===== src/rtl/keypad_scan.sv =====
// 4x4 active-low matrix keypad scanner with debounce and valid/ready key output.
// Optional digit-history shift register on data_out enabled by KEYPAD_SHIFT_EN.
module keypad_scan #(
    parameter int SCAN_DIV = 1000,
    parameter int DEBOUNCE = 4
) (
    input  logic        clk,
    input  logic        rst_n,
    output logic [3:0]  ROW,
    input  logic [3:0]  COL,
    output logic [3:0]  key_code,
    output logic        key_valid,
    input  logic        key_ready,
    output logic        overrun,
    output logic [31:0] data_out
);

    localparam int PW = (SCAN_DIV > 1) ? $clog2(SCAN_DIV) : 1;
    localparam logic [PW-1:0] PRESC_LAST = PW'(SCAN_DIV - 1);
    localparam logic [7:0]    DB_LAST    = 8'(DEBOUNCE);

    typedef enum logic [1:0] {
        ST_IDLE  = 2'd0,
        ST_PRESS = 2'd1,
        ST_HELD  = 2'd2
    } state_t;

    logic [3:0]    col_meta_r, col_sync_r;
    logic [PW-1:0] presc_r;
    logic [1:0]    row_idx_r;
    logic [3:0]    row_r;
    logic [1:0]    acc_hits_r;
    logic          acc_multi_r;
    logic [3:0]    acc_code_r;
    state_t        state_r, state_nx;
    logic [3:0]    cand_r, cand_nx;
    logic [7:0]    cnt_r, cnt_nx;
    logic [7:0]    rel_r, rel_nx;
    logic [3:0]    key_code_r;
    logic          key_valid_r;
    logic          overrun_r;

    logic          tick_s, scan_done_s;
    logic          row_hit_s, row_multi_s;
    logic [1:0]    row_col_s;
    logic [1:0]    base_hits_s, hits_nx_s;
    logic          base_multi_s, multi_nx_s;
    logic [3:0]    code_nx_s;
    logic          res_key_s, res_none_s;
    logic          accept_s, load_s, drop_s, consume_s;

    assign tick_s      = (presc_r == PRESC_LAST);
    assign scan_done_s = tick_s && (row_idx_r == 2'd3);

    // Column synchronizer, prescaler and row rotation.
    always_ff @(posedge clk or negedge rst_n) begin
        if (!rst_n) begin
            col_meta_r <= 4'b1111;
            col_sync_r <= 4'b1111;
            presc_r    <= '0;
            row_idx_r  <= 2'd0;
            row_r      <= 4'b1110;
        end else begin
            col_meta_r <= COL;
            col_sync_r <= col_meta_r;
            if (tick_s) begin
                presc_r   <= '0;
                row_idx_r <= row_idx_r + 2'd1;
                row_r     <= {row_r[2:0], row_r[3]};
            end else begin
                presc_r   <= presc_r + PW'(1);
            end
        end
    end

    // Classify the sampled column pattern for the active row.
    always_comb begin
        row_hit_s   = 1'b0;
        row_multi_s = 1'b0;
        row_col_s   = 2'd0;
        case (col_sync_r)
            4'b1110: begin row_hit_s = 1'b1; row_col_s = 2'd0; end
            4'b1101: begin row_hit_s = 1'b1; row_col_s = 2'd1; end
            4'b1011: begin row_hit_s = 1'b1; row_col_s = 2'd2; end
            4'b0111: begin row_hit_s = 1'b1; row_col_s = 2'd3; end
            4'b1111: row_hit_s = 1'b0;
            default: row_multi_s = 1'b1;
        endcase
    end

    // Fold this row into the running scan; row 0 starts a fresh scan.
    always_comb begin
        base_hits_s  = acc_hits_r;
        base_multi_s = acc_multi_r;
        if (row_idx_r == 2'd0) begin
            base_hits_s  = 2'd0;
            base_multi_s = 1'b0;
        end else begin
            base_hits_s  = acc_hits_r;
            base_multi_s = acc_multi_r;
        end
        if (row_hit_s && (base_hits_s != 2'd2)) begin
            hits_nx_s = base_hits_s + 2'd1;
        end else begin
            hits_nx_s = base_hits_s;
        end
        multi_nx_s = base_multi_s | row_multi_s;
        code_nx_s  = row_hit_s ? {row_idx_r, row_col_s} : acc_code_r;
        res_key_s  = !multi_nx_s && (hits_nx_s == 2'd1);
        res_none_s = !multi_nx_s && (hits_nx_s == 2'd0);
    end

    // Scan accumulator registers.
    always_ff @(posedge clk or negedge rst_n) begin
        if (!rst_n) begin
            acc_hits_r  <= 2'd0;
            acc_multi_r <= 1'b0;
            acc_code_r  <= 4'd0;
        end else if (tick_s) begin
            acc_hits_r  <= hits_nx_s;
            acc_multi_r <= multi_nx_s;
            acc_code_r  <= code_nx_s;
        end else begin
            acc_hits_r  <= acc_hits_r;
            acc_multi_r <= acc_multi_r;
            acc_code_r  <= acc_code_r;
        end
    end

    // Debounce FSM state register.
    always_ff @(posedge clk or negedge rst_n) begin
        if (!rst_n) begin
            state_r <= ST_IDLE;
            cand_r  <= 4'd0;
            cnt_r   <= 8'd0;
            rel_r   <= 8'd0;
        end else begin
            state_r <= state_nx;
            cand_r  <= cand_nx;
            cnt_r   <= cnt_nx;
            rel_r   <= rel_nx;
        end
    end

    // Debounce next-state logic, evaluated once per completed scan.
    always_comb begin
        state_nx = state_r;
        cand_nx  = cand_r;
        cnt_nx   = cnt_r;
        rel_nx   = rel_r;
        accept_s = 1'b0;
        if (scan_done_s) begin
            case (state_r)
                ST_IDLE: begin
                    if (res_key_s) begin
                        cand_nx = code_nx_s;
                        cnt_nx  = 8'd1;
                        if (DB_LAST == 8'd1) begin
                            accept_s = 1'b1;
                            rel_nx   = 8'd0;
                            state_nx = ST_HELD;
                        end else begin
                            state_nx = ST_PRESS;
                        end
                    end else begin
                        cnt_nx = 8'd0;
                    end
                end
                ST_PRESS: begin
                    if (res_key_s && (code_nx_s == cand_r)) begin
                        cnt_nx = cnt_r + 8'd1;
                        if ((cnt_r + 8'd1) == DB_LAST) begin
                            accept_s = 1'b1;
                            rel_nx   = 8'd0;
                            state_nx = ST_HELD;
                        end else begin
                            state_nx = ST_PRESS;
                        end
                    end else begin
                        cnt_nx   = 8'd0;
                        state_nx = ST_IDLE;
                    end
                end
                ST_HELD: begin
                    if (res_none_s) begin
                        if ((rel_r + 8'd1) == DB_LAST) begin
                            rel_nx   = 8'd0;
                            cnt_nx   = 8'd0;
                            state_nx = ST_IDLE;
                        end else begin
                            rel_nx = rel_r + 8'd1;
                        end
                    end else begin
                        rel_nx = 8'd0;
                    end
                end
                default: begin
                    cnt_nx   = 8'd0;
                    rel_nx   = 8'd0;
                    state_nx = ST_IDLE;
                end
            endcase
        end else begin
            state_nx = state_r;
        end
    end

    assign load_s    = accept_s && (!key_valid_r || key_ready);
    assign drop_s    = accept_s && !load_s;
    assign consume_s = !accept_s && key_valid_r && key_ready;

    // Output handshake registers.
    always_ff @(posedge clk or negedge rst_n) begin
        if (!rst_n) begin
            key_code_r  <= 4'd0;
            key_valid_r <= 1'b0;
            overrun_r   <= 1'b0;
        end else begin
            overrun_r <= drop_s;
            if (load_s) begin
                key_code_r  <= cand_nx;
                key_valid_r <= 1'b1;
            end else if (consume_s) begin
                key_valid_r <= 1'b0;
            end else begin
                key_valid_r <= key_valid_r;
            end
        end
    end

    assign ROW       = row_r;
    assign key_code  = key_code_r;
    assign key_valid = key_valid_r;
    assign overrun   = overrun_r;

`ifdef KEYPAD_SHIFT_EN
    logic [31:0] hist_r;

    // Digit history: shift in each delivered key, oldest nibble drops off.
    always_ff @(posedge clk or negedge rst_n) begin
        if (!rst_n) begin
            hist_r <= 32'h0;
        end else if (load_s) begin
            hist_r <= {hist_r[27:0], cand_nx};
        end else begin
            hist_r <= hist_r;
        end
    end

    assign data_out = hist_r;
`else
    assign data_out = 32'h0;
`endif

endmodule

===== config.mk =====
export PLATFORM = sky130hd
export DESIGN_NAME = keypad_scan
export DESIGN_NICKNAME = d
export VERILOG_FILES = /design/src/rtl/keypad_scan.sv
export SDC_FILE = /design/constraint.sdc
export NUM_CORES = 1
export LEC_CHECK = 0
export BUFFER_PORTS_ARGS = -buffer_cell sky130_fd_sc_hd__buf_2
export CELL_PAD_IN_SITES_DETAIL_PLACEMENT = 1
export CELL_PAD_IN_SITES_GLOBAL_PLACEMENT = 2
export CORE_MARGIN = 5
export CORE_UTILIZATION = 30
export DETAILED_ROUTE_END_ITERATION = 10
export HOLD_SLACK_MARGIN = 0.12
export PLACE_DENSITY_LB_ADDON = 0.1
export SLEW_MARGIN = 15
export SYNTH_ARGS = -nofsm -noshare
export SYNTH_HDL_FRONTEND = slang
export SYNTH_SLANG_ARGS = --single-unit

===== constraint.sdc =====
create_clock -name clk -period 3.8 [get_ports clk]
set_input_delay 0.19 -clock clk [delete_from_list [all_inputs] [get_ports clk]]
set_output_delay 0.19 -clock clk [all_outputs]
set_load 0.03 [all_outputs]

## After elaboration in Yosys (flattened, before gate mapping)

Index checks and enable logic that the tools add are counted.

| word-level totals | value |
|---|---|
| bits in registers | 59 |
| bits of input ports | 7 |
| logic and storage cells | 97 |

| cells by class | value |
|---|---|
| add/subtract/negate cells | 5 |
| equality and inequality tests | 19 |
| multiplexer cells | 33 |
| bitwise gates (word level) | 2 |
| reductions and logical operators | 23 |

Operator list:

| cell | count |
|---|---|
| $mux 8 | 7 |
| $pmux 8 s3 | 2 |
| $add 8x1->8 const B | 2 |
| $eq 4x4->1 const B | 4 |
| $eq 8x3->1 const B | 2 |
| $mux 4 | 4 |
| $mux 2 | 7 |
| $ne 2x2->1 const B | 6 |
| $pmux 2 s3 | 2 |
| $add 10x1->10 const B | 1 |
| $eq 10x10->1 const B | 1 |
| $mux 1 | 10 |
| $mux 10 | 1 |
| $logic_and 1x1->1 | 9 |
| $reduce_and 4->1 | 2 |
| $logic_not 2->1 | 3 |
| $reduce_or 5->1 | 1 |
| $add 2x1->2 const B | 2 |
| $eq 2x1->1 const B | 2 |
| $eq 2x2->1 const B | 2 |
| $eq 4x3->1 const B | 1 |
| $eq 4x4->1 | 1 |
| $logic_not 1->1 | 4 |
| $reduce_or 4->1 | 1 |
| other kinds (5) | 5 |

## Depth between registers and ports, before layout

Gate-level depths: netlist (run 1).

| depth | value |
|---|---|
| word-level depth | 16 |
| depth in mapped cells | 13 |
| mapped depth without buffers | 11 |

## Worst setup path after synthesis (run 1)

Ideal clock, no wire load.

| timing | value |
|---|---|
| kind | register to register |
| start | register row_idx_r[1] |
| end | register key_code_r[0], in the netlist key_code[0] |
| setup time | 125 ps |
| arrival | 2,766 ps |
| path slack | 909 ps |
| stages on the path, launching flop included | 13 |
| path buffers | 1 |
| clock period less this slack | 2,891 ps |
| cell sequence | dfrtp_1 -> inv_1 -> ha_1 -> nor2b_1 -> inv_1 -> ha_1 -> and4b_1 -> buf_6 -> mux2i_2 -> or3_4 -> nor3_4 -> mux2_2 -> mux2_2 |

| on the way | value |
|---|---|
| elaborated cells on any way between the ends | 23 |
| classes of those cells | add/sub: 1; eq/ne: 4; mux: 10; bitwise: 1; reduce/logical: 7 |

RTL lines:

| what | line | source |
|---|---|---|
| start: declaration | 30 | `logic [1:0] row_idx_r;` |
| start signal: assignment | 68 | `row_idx_r <= row_idx_r + 2'd1;` |
| branches (longest 9 deep; another with $add 2x1->2) | -- |  |
| $mux 4 * | 152 | `if (scan_done_s) begin` |
| via cand_nx[0] | 36 | `logic [3:0] cand_r, cand_nx;` |
| end signal: assignment | 221 | `key_code_r <= cand_nx;` |
| end: declaration | 39 | `logic [3:0] key_code_r;` |

Mark *: on every way through the listed nets, which the timed path passes.
A chain may end at the register's enable or synchronous reset.

## Worst setup path in the final report (run 1)

Ends and elaborated chain as after synthesis.

==> impl_metrics.csv, run 1 <==
group,metric,value,unit
status,status,"finished clean",
timing,finalSetupViolations,0,
yosys,syn_area_per_cell,9.63,um2
global_route,grt_pass1_vias,2616,
critical_path,crit_required,4.02,ns
clock_network,cts_resized,0,
critical_path,r2r-end,"key_code[0]",
yosys,ys_ff_latch,59,
pwr,p_switching,0.382,mW
yosys,netlist_area,3480,um2
clock_network,root_buffer,"clkbuf_16",
route,first_pass_iters,4,
route,drtAntennaViolNets,0,
pwr,power_frac_clock,52.6,%
clock_network,cts.sinks,59,
clock_network,ctsHoldBuffers,5,
timing,max_freq,309,MHz
placement,dp_hpwl,5840,um
layout,drive_gt1_share,19.6,%
yosys,yosysSeqAreaShare,42.9,%
hold_path,worstHoldPathCells,3,
timing,tns,0,ns
timing,rsz0062_at_grt,"false",
critical_path,crit_slowest_cell,"dfrtp_1",
pwr,sw_frac_of_total,24.4,%
route,wl_per_cell,14.9,um
floorplanning,die_w,118,um
critical_path,r2r_slack,0.57,ns
timing,relSlewSlack,31.7,%
timing,fin_crit_sh,85.1,%
yosys,synthXorXnorAreaFrac,3.02,%
layout,layout.nets,397,
clock_network,htree_levels,3,
placement,port_buffers,16,
hold_path,hp-start,"key_ready",
yosys,yosys.area_share.simple,23.1,%
timing,fin_worst_skew,0.00739,ns
route,drc,0,
timing,min_period,3.23,ns
yosys,synth_fa_ha_area_share,2.84,%
placement,place_congestion,0.735,
global_route,grt_pass1_wl,13400,um
yosys,postSynth.asyncResetShare,100,%
critical_path,cp-end-kind,"flip-flop",
clock_network,cts_tree,"built",
clock_network,cts_buffers,9,
global_route,grt_max_degree,33,
pwr,irDropWorstVdd,239,uV
timing,worst_pin_slew,1.02,ns
yosys,synth-compound-area-share,12.5,%
hold_path,hp-class,"primary input to flip-flop",
critical_path,reg2reg_depth,11,
placement,place_inst,510,
critical_path,critPathTopFamily,"simple AND/OR/NAND/NOR gates",
critical_path,cp.buffers_inverters,2,
yosys,synth_top_family_by_area,"simple AND/OR/NAND/NOR gates",
timing,final_hold_viol_count,0,
route,drt_iter0_drc,34,
yosys,yosysUniqueCellTypes,62,
yosys,ys.flop_type,"dfrtp_1",
route,wl,7910,um
clock_network,clkLatencyLatePin,0.34,ns
critical_path,crit_chain,"inv_1 > ha_1 > nor2b_1 > inv_1 > ha_1 > and4b_1 > mux2i_2 > or3_4 > nor3_4 > mux2_2 > mux2_2",
floorplanning,pin_count,49,
critical_path,cp_max_fo,6,
job,cap_violations,0,
pwr,seqPwrFrac,41.2,%
critical_path,max_stage_delay,0.41,ns
layout,antennaDiodeCount,0,
layout,syn_to_final_growth,12.8,%
critical_path,crit_path_start_kind,"flip-flop",
route,drt-vias-per-instance,4.82,
floorplanning,die-area,13800,um2
yosys,synth_cells,361,
floorplanning,die_h,118,um
critical_path,path_class,"flip-flop to flip-flop",
clock_network,cts_setup_buffers,0,
pwr,intPower,1.18,mW
floorplanning,start_util,30.6,%
critical_path,arrival,3.45,ns
pwr,powerDensity,399,nW/um2
route,via_count,2559,
global_route,overflow,0,
floorplanning,design.core.area,11400,um2
global_route,grt_antenna_before_repair,0,
pwr,combPwrFrac,6.2,%
hold_path,hold_end,"overrun",
clock_network,cts.path.max_buffers,2,
global_route,grtUsageTotal,12.0,%
timing,finalMaxSlewViolations,0,
pwr,power_leakage,1.76,nW
critical_path,worstReg2RegStart,"row_idx_r[1]",
yosys,synth_mux_area_share,5.25,%
yosys,ys_warn_count,0,
yosys,synth_edf_count,0,
floorplanning,rows,39,
layout,final_cells,531,
clock_network,path_clk_slew,0.05,ns
==> flip-flops by register name (all words and copies together) (netlist names) <==
| register | flops |
|---|---|
| ROW | 4 |
| acc_code_r | 4 |
| acc_hits_r | 2 |
| acc_multi_r | 1 |
| cand_r | 4 |
| cnt_r | 8 |
| col_meta_r | 4 |
| col_sync_r | 4 |
| key_code | 4 |
| key_valid | 1 |
| overrun | 1 |
| presc_r | 10 |
| rel_r | 8 |
| row_idx_r | 2 |
| state_r | 2 |
==> stage by stage <==
stage                     total power, mW  setup slack [ns]  hold slack [ns]  cell area (um2)  util, %
final                                1.56             0.568            0.163             3920     34.5
after global routing                 1.63             0.281            0.218             3920     34.5
after floorplan                     0.752             0.909           -0.106             3590        -
after global placement              0.749             0.677            0.295             3570     31.4
after CTS                            1.59             0.521            0.165             3920     34.5
after detailed placement            0.749             0.528            0.298             3570     31.4
==> cell usage after synthesis (all sizes together) (2+ instances only) <==
library cell  number  area share (%)
mux2              12             4.0
nor2              20             2.2
mux2i              4             1.3
nor2b              2            0.36
nor4               7             1.8
nand3             16             2.3
nand2             47             5.1
dfstp             11             8.3
and3               4            0.72
a211oi             3            0.94
or3                9             1.8
nand2b             6             1.1
o21ai             14             2.0
o2bb2ai            4             1.0
and2               6             1.1
ha                 7             2.5
o31ai              2            0.58
o21a               2            0.43
dfrtp             48              35
a21oi             14             2.0
o211ai             2            0.58
or4bb              2            0.65
inv               12             1.3
a31o               2            0.50
clkbuf             5            0.58
buf               39             8.4
o21bai             3            0.65
nor4b              5             1.4
xor2               5             1.3
xnor2              7             1.8
and4b              2            0.58
nor3              10             1.9
a21o               8             1.7
a21boi             2            0.43
nand4              6             1.1
==> area by class of cell <==
cell class                 count  area [um2]
inverter                      12        45.0
tap                          143         179
clock buffer                  10         239
sequential                    59        1490
clock inverter                 6        65.1
fill                        1327        7450
multi-input combinational    277        1750
timing repair buffer          24         153
==> worst max path at each step <==
| stage | from | to | slack [ns] | cells past startpoint |
|---|---|---|---|---|
| after global placement | row_idx_r[1] | key_code[1] | 0.68 | 11 |
| after floorplan | row_idx_r[1] | key_code[0] | 0.91 | 12 |
| final | row_idx_r[1] | key_code[0] | 0.57 | 11 |
| after detailed placement | row_idx_r[1] | key_code[0] | 0.53 | 11 |
| after global routing | row_idx_r[1] | cnt_r[6] | 0.28 | 11 |
| after CTS | row_idx_r[1] | cnt_r[6] | 0.52 | 11 |
==> kinds of logic (layout without fill, tap and decap cells) <==
logic type,count (synthesis),after routing
and+or+nand+nor,147,147
xor gates and xnor gates,12,12
muxes,16,16
adders and majority gates,8,8
buffers and inverters,56,52
DFF,59,59
AOI/OAI and AO/OA,62,62
other,1,32
==> cell usage in the layout, fill, tap and decap left out, types with 8 or more instances in the layout <==
master,synthesis,layout
o21ai_0,12,12
dfstp_2,11,11
buf_2,2,16
inv_1,12,12
a21oi_1,14,14
conb_1,1,32
nand3_1,16,16
nor2_1,20,20
dfrtp_1,48,48
mux2_2,11,11
clkbuf_16,0,9
a21o_1,8,8
nand2_1,47,47
or3_1,8,8
==> worst register-to-register path, stage by stage (launching register included) <==
cell	delay (ns)
dfrtp_1	0.41
inv_1	0.09
ha_1	0.24
nor2b_1	0.20
inv_1	0.10
ha_1	0.20
and4b_1	0.41
mux2i_2	0.14
or3_4	0.40
nor3_4	0.28
mux2_2	0.39
mux2_2	0.26
==> power groups by stage <==
stage	clock network, mW	logic (mW)	registers (mW)
6_report	0.822	0.0976	0.644
2_1_floorplan	0	0.103	0.648
3_3_place_gp	0	0.0950	0.654
5_1_grt	0.878	0.106	0.645
3_5_place_dp	0	0.0948	0.654
4_1_cts	0.850	0.0986	0.644
==> per-layer routing <==
metal	routed length, um	global-route usage [%]	up-vias
met5	0	0	-
met4	174	5.59	0
met3	260	3.56	12
met2	3810	19.1	31
met1	3670	15.1	1263
li1	-	-	1253
Power figures use the tool's default switching activity.
==> run 2, diff against run 1 <==
CELL_PAD_IN_SITES_DETAIL_PLACEMENT = 0   (was 1)
PLACE_DENSITY_LB_ADDON = 0.3   (was 0.1)
==> impl_metrics.csv, run 2 (synthesis results as in run 1) <==
group,metric,value,unit
critical_path,r2r-end,"key_code[1]",
floorplanning,start_util,30.6,%
route,drc,0,
pwr,seqPwrFrac,43.0,%
clock_network,clkLatencyLatePin,0.34,ns
clock_network,cts_buffers,9,
clock_network,path_clk_slew,0.06,ns
status,status,"finished clean",
route,drt_iter0_drc,84,
layout,drive_gt1_share,19.3,%
placement,place_congestion,0.752,
global_route,grtUsageTotal,10.8,%
timing,fin_worst_skew,0.00907,ns
global_route,overflow,0,
layout,syn_to_final_growth,12.1,%
pwr,p_switching,0.392,mW
layout,final_cells,531,
hold_path,hp-class,"primary input to flip-flop",
pwr,power_frac_clock,50.6,%
layout,layout.nets,397,
critical_path,path_class,"flip-flop to flip-flop",
hold_path,hp-start,"key_ready",
layout,final_area,3900,um2
clock_network,htree_levels,3,
timing,worst_pin_slew,0.983,ns
floorplanning,die_h,118,um
clock_network,root_buffer,"clkbuf_16",
route,wl,7230,um
floorplanning,die-area,13800,um2
critical_path,critPathTopFamily,"simple AND/OR/NAND/NOR gates",
critical_path,cp-end-kind,"flip-flop",
timing,rsz0062_at_grt,"false",
clock_network,cts.path.max_buffers,2,
placement,dp_hpwl,5280,um
global_route,grt_max_degree,37,
timing,finalMaxSlewViolations,0,
hold_path,worstHoldPathCells,3,
clock_network,cts.sinks,59,
layout,fill_cells,1194,
pwr,powerDensity,384,nW/um2
job,cap_violations,0,
critical_path,arrival,3.43,ns
layout,regMostFlops,"presc_r",
placement,place_inst,510,
pwr,power_leakage,1.75,nW
timing,hold_slack,0.181,ns
layout,final_cell_mix,"dfrtp_1 (48), nand2_1 (47), conb_1 (32)",
global_route,grt_pass1_wl,12200,um
hold_path,hold_end,"overrun",
route,via_count,2476,
timing,fin_crit_sh,84.4,%
critical_path,reg2reg_depth,11,
critical_path,crit_required,4.02,ns
timing,max_freq,312,MHz
timing,relSlewSlack,34.0,%
pwr,sw_frac_of_total,26.2,%
floorplanning,design.core.area,11400,um2
clock_network,cts_tree,"built",
placement,port_buffers,16,
route,drt-vias-per-instance,4.66,
placement,dpl_cell_area,3570,um2
critical_path,r2r_slack,0.59,ns
pwr,irDropWorstVdd,244,uV
critical_path,max_stage_delay,0.42,ns
floorplanning,pin_count,49,
critical_path,crit_slowest_cell,"and4b_1",
global_route,grt_pass1_vias,2437,
timing,tns,0,ns
floorplanning,die_w,118,um
route,first_pass_iters,4,
floorplanning,rows,39,
layout,top_regs,"presc_r (10), cnt_r (8), rel_r (8)",
critical_path,crit_chain,"inv_1 > ha_1 > nor2b_1 > inv_1 > ha_1 > and4b_1 > mux2i_2 > or3_4 > nor3_4 > mux2_2 > mux2_2",
route,drtAntennaViolNets,0,
global_route,grt_antenna_before_repair,0,
critical_path,crit_path_start_kind,"flip-flop",
critical_path,cp_max_fo,6,
timing,min_period,3.21,ns
critical_path,cp.buffers_inverters,2,
pwr,combPwrFrac,6.4,%
timing,finalSetupViolations,0,
pwr,intPower,1.10,mW
layout,largest_register_ff_count,10,
clock_network,cts_setup_buffers,0,
route,wl_per_cell,13.6,um
layout,final_common_cell,"dfrtp_1",
timing,final_hold_viol_count,0,
layout,antennaDiodeCount,0,
pwr,total_power,1.50,mW
critical_path,worstReg2RegStart,"row_idx_r[1]",
==> run 2: final cells by class <==
type	count	area, um2	share of cell area (%)
Clock buffer	10	229	5.87
Clock inverter	6	50.0	1.28
Inverter	12	45.0	1.16
Multi-Input combinational cell	277	1750	44.9
Sequential cell	59	1490	38.2
Tap cell	143	179	4.59
Timing Repair Buffer	24	153	3.92
==> run 2: metrics by stage <==
step	utilization (%)	worst slack, ns
floorplan	-	0.909
global placement	31.4	0.700
detailed placement	31.4	0.578
CTS	34.3	0.584
global route	34.3	0.382
finish	34.3	0.594
==> run 2: worst min-delay path, stage by stage <==
cell and delay, ns:
buf_2 0.07, nand2b_1 0.16, nor2_1 0.05
==> run 2: power by group through the flow <==
stage          Sequential [mW]  Combinational (mW)  Clock, mW
5_1_grt                  0.644               0.106      0.815
3_5_place_dp             0.654              0.0931          0
4_1_cts                  0.643              0.0971      0.788
2_1_floorplan            0.648               0.103          0
3_3_place_gp             0.654              0.0928          0
6_report                 0.644              0.0962      0.757
==> run 2: how the worst max path moves through the flow <==
stage,endpoint,startpoint,cells past startpoint,slack [ns]
after floorplan,key_code[0],row_idx_r[1],12,0.91
final,key_code[1],row_idx_r[1],11,0.59
after CTS,key_code[1],row_idx_r[1],11,0.58
after global placement,key_code[1],row_idx_r[1],11,0.70
after global routing,cnt_r[6],row_idx_r[1],11,0.38
after detailed placement,key_code[1],row_idx_r[1],11,0.58
==> run 2: routing by layer <==
| layer | track usage, % | vias up | wire length [um] |
|---|---|---|---|
| met3 | 3.94 | 5 | 270 |
| li1 | - | 1258 | - |
| met2 | 17.0 | 36 | 3350 |
| met1 | 14.0 | 1177 | 3540 |
| met5 | 0 | - | 0 |
| met4 | 3.23 | 0 | 61 |
==> run 2: timing repair <==
item	CTS	global route
gates resized for setup	0	0
hold buffers	5	0
endpoints found under the hold margin	27	0
